===== config.mk =====
export PLATFORM = sky130hd
export DESIGN_NAME = rr_arbiter_4
export DESIGN_NICKNAME = d
export VERILOG_FILES = /design/src/rtl/rr_arbiter_4.sv
export SDC_FILE = /design/constraint.sdc
export NUM_CORES = 1
export LEC_CHECK = 0
export ABC_AREA = 1
export ABC_CLOCK_PERIOD_IN_PS = 3600
export CORE_ASPECT_RATIO = 1.2
export CORE_MARGIN = 2
export CORE_UTILIZATION = 50
export CTS_CLUSTER_SIZE = 12
export DETAILED_ROUTE_END_ITERATION = 12
export PLACE_DENSITY = 0.71
export SLEW_MARGIN = 0
export SYNTH_ARGS = -nofsm -noshare
export SYNTH_HDL_FRONTEND = slang
export SYNTH_SLANG_ARGS = --single-unit

===== constraint.sdc =====
create_clock -name clk -period 3.6 [get_ports clk]
set_input_delay 1.08 -clock clk [delete_from_list [all_inputs] [get_ports clk]]
set_output_delay 1.08 -clock clk [all_outputs]
set_load 0.1 [all_outputs]

===== src/rtl/rr_arbiter_4.sv =====
// Four-way round-robin arbiter with registered one-hot grant and a bounded hold time.
// A grant held for MAX_HOLD cycles is revoked, and a one-cycle timeout pulse follows.
module rr_arbiter_4 #(
  parameter int unsigned MAX_HOLD = 8
) (
  input  logic       clk,
  input  logic       rst,
  input  logic [3:0] req,
  output logic [3:0] gnt,
  output logic [1:0] gnt_id,
  output logic       gnt_valid,
  output logic       timeout
);

  localparam logic [7:0] MaxHold = 8'(MAX_HOLD);

  typedef enum logic [0:0] {StIdle, StGrant} state_e;

  state_e     state_q, state_d;
  logic [3:0] gnt_q, gnt_d;
  logic [1:0] gnt_id_q, gnt_id_d;
  logic       gnt_valid_q, gnt_valid_d;
  logic       timeout_q, timeout_d;
  logic [1:0] last_q, last_d;
  logic [7:0] hold_q, hold_d;

  logic       win_found;
  logic [1:0] win_idx;
  logic [1:0] cand;

  // Search last+1, last+2, last+3, then last itself (lowest priority).
  always_comb begin
    win_found = 1'b0;
    win_idx   = last_q;
    cand      = last_q;
    for (int k = 1; k <= 4; k++) begin
      cand = last_q + 2'(k);
      if (!win_found && req[cand]) begin
        win_found = 1'b1;
        win_idx   = cand;
      end
    end
  end

  always_comb begin
    state_d     = state_q;
    gnt_d       = gnt_q;
    gnt_id_d    = gnt_id_q;
    gnt_valid_d = gnt_valid_q;
    timeout_d   = 1'b0;
    last_d      = last_q;
    hold_d      = hold_q;
    unique case (state_q)
      StIdle: begin
        if (win_found) begin
          state_d     = StGrant;
          gnt_d       = 4'b0001 << win_idx;
          gnt_id_d    = win_idx;
          gnt_valid_d = 1'b1;
          last_d      = win_idx;
          hold_d      = 8'd1;
        end
      end
      StGrant: begin
        if (req[gnt_id_q] && (hold_q < MaxHold)) begin
          hold_d = hold_q + 8'd1;
        end else begin
          // Voluntary release or hold expiry; only expiry raises timeout.
          state_d     = StIdle;
          gnt_d       = 4'b0000;
          gnt_valid_d = 1'b0;
          hold_d      = 8'd0;
          timeout_d   = req[gnt_id_q];
        end
      end
      default: state_d = StIdle;
    endcase
  end

  always_ff @(posedge clk or posedge rst) begin
    if (rst) begin
      state_q     <= StIdle;
      gnt_q       <= 4'b0000;
      gnt_id_q    <= 2'b00;
      gnt_valid_q <= 1'b0;
      timeout_q   <= 1'b0;
      last_q      <= 2'd3;
      hold_q      <= 8'd0;
    end else begin
      state_q     <= state_d;
      gnt_q       <= gnt_d;
      gnt_id_q    <= gnt_id_d;
      gnt_valid_q <= gnt_valid_d;
      timeout_q   <= timeout_d;
      last_q      <= last_d;
      hold_q      <= hold_d;
    end
  end

  assign gnt       = gnt_q;
  assign gnt_id    = gnt_id_q;
  assign gnt_valid = gnt_valid_q;
  assign timeout   = timeout_q;

endmodule


==> impl_metrics.toml <==
[finish]
nNetsFinal = 173
final_util = 0.584
final_cell_area_um2 = 1320
diodes = 0
final_common_cell = "nand2_1"
drive_above_1_share = 0.224
layout_common_cells = "54 x nand2_1, 17 x nand3_1, 17 x dfrtp_1"
synthToLayoutAreaGrowth_pct = 13.1

[floorplan]
num_rows = 19
ioPinCount = 14
die_y_um = 56.9
die-width_um = 48.1
core_area_um2 = 2260
start_util = 0.517
die_area_um2 = 2740

[setup_path]
r2r_slack_ns = 1.75
cp.required_ns = 3.84
reg2reg_depth = 11
cp.arrival_ns = 2.60
r2r-start = "last_q[0]"
crit_type = "input port to register"
end_kind = "register"
cp_max_fo = 5
critPathLaunchType = "input port"
crit_path_end = "gnt[1]"
worstSetupStartpoint = "req[2]"
worst_r2r_endpoint = "gnt_id[0]"

[timing]
relSlewSlack = 0.528
min_period_ns = 2.36
setup_viol = 0
clock.fmax_mhz = 424
rsz0062_at_grt = "no"
finalMaxSlewViolations = 0
final.setup_skew_ns = 0.000698
finalSetupTns_ns = 0
whs_ns = 0.500
hold_viol_final = 0
worst_slew_pin_slew_ns = 0.708
min_period_over_period = 0.655

[routing]
route.detailed.drc = 0
postRouteAntennaNets = 0
drt-initial-drc-count = 17
drt_wl_total_mm = 2.35
wl_per_cell_um = 12.0
vias = 1003
vias_per_cell = 5.12
first_pass_iters = 4

[clock_tree]
cts_resized = 0
clock_sinks = 19
numCtsBuffers = 3
root_buffer = "clkbuf_4"
cts_max_path_buffers = 2
cts_tree = "yes"
holdBufCountCts = 0
cts_setup_buffers = 0
clk_pin_slew_ns = 0.10
clock_latency_ns = 0.30
htreeDepth = 1

[synthesis]
netlist_instances = 150
synth_area_um2 = 1170
yosys_warnings = 0
synth.top_cell.area_share = 0.364
synth_top_cell_by_area = "dfrtp_1"
yosysUniqueCellTypes = 24
yosysSeqAreaShare = 0.409
synth_top_cells_by_area = "dfrtp_1 36%, nand2_1 17%, nand3_1 7.3%, nand2_4 6.8%, dfstp_2 4.5%"
syn_avg_cell_area_um2 = 7.78
syn_nets = 157
synth_seq_cells = 19

[flow_run]
max_cap_viol_count = 0

[global_route]
grt_max_degree = 20
grt_pass1_wl_mm = 3.91
first_global_vias = 936
gr-total-overflow = 0
grt_usage = 0.197
antenna_found_initial = 0

[place]
io_buffers = 13
post-dp-hpwl_mm = 1.78
place.gp.congestion = 0.723
place_area_um2 = 1290

[min_path]
hold_path_class = "register to register"
whs_path_depth = 2

[status]
status = "finished, final reports clean"
==> cell type report <==
cell class | instances | area (µm²)
clock buffer | 4 | 26.3
fill | 231 | 938
inverter | 16 | 67.6
multi-input combinational | 113 | 599
sequential | 19 | 478
tap | 31 | 38.8
timing repair buffer | 13 | 110
==> flip-flops by register name (all words and copies together) (netlist names) <==
name / count
last_q: 2
gnt: 4
state_q: 1
hold_q: 8
gnt_valid: 1
gnt_id: 2
timeout: 1
==> layer usage <==
metal  track usage  vias up  wire [µm]
li1              -      502          -
met1         0.239      477        991
met2         0.333       18       1250
met3        0.0348        6         72
met4        0.0772        0         38
met5             0        -          0
==> cell families after synthesis <==
kind of cell	Yosys count	synth area share
compound gates	11	0.0547
xor+xnor	1	0.00750
fa+ha+maj	1	0.0107
buf+inv	18	0.0772
flops	19	0.409
simple gates	100	0.441
==> worst min-delay path by stage <==
stage	from	end	slack, ns
5_1_grt	hold_q[6]	hold_q[6]	0.53
3_5_place_dp	hold_q[5]	hold_q[5]	0.48
2_1_floorplan	hold_q[4]	hold_q[4]	0.46
4_1_cts	hold_q[6]	hold_q[6]	0.50
3_3_place_gp	hold_q[5]	hold_q[5]	0.47
6_report	hold_q[5]	hold_q[5]	0.50
==> synthesized netlist by cell type <==
library cell and n:
a21oi_1 2, buf_6 2, dfrtp_1 17, dfstp_2 2
ha_1 1, inv_1 12, inv_2 3, inv_8 1
nand2_1 54, nand2_2 8, nand2_4 7, nand3_1 17
nand3_2 1, nand3_4 1, nand4_1 1, nor2_1 8
nor2_2 1, nor2_8 1, nor3b_1 1, o211ai_1 1
o21ai_0 4, o21ai_1 3, o21bai_2 1, xnor2_1 1
==> worst max-delay path: stages <==
cell and delay (ns):
clkdlybuf4s50_1 0.52, nand2_1 0.07, nand3_1 0.06, nand2_1 0.10
o21ai_0 0.52, nand3_1 0.15, nand2_1 0.09
==> per-stage QoR <==
stage	worst slack, ns	cells
6_report	1.24	196
5_1_grt	1.12	196
4_1_cts	1.24	196
3_5_place_dp	0.931	192
3_3_place_gp	0.979	192
2_1_floorplan	1.59	150
Power is not shown: default switching activity piles up to over one toggle a cycle in this logic, so the estimate is an artifact.
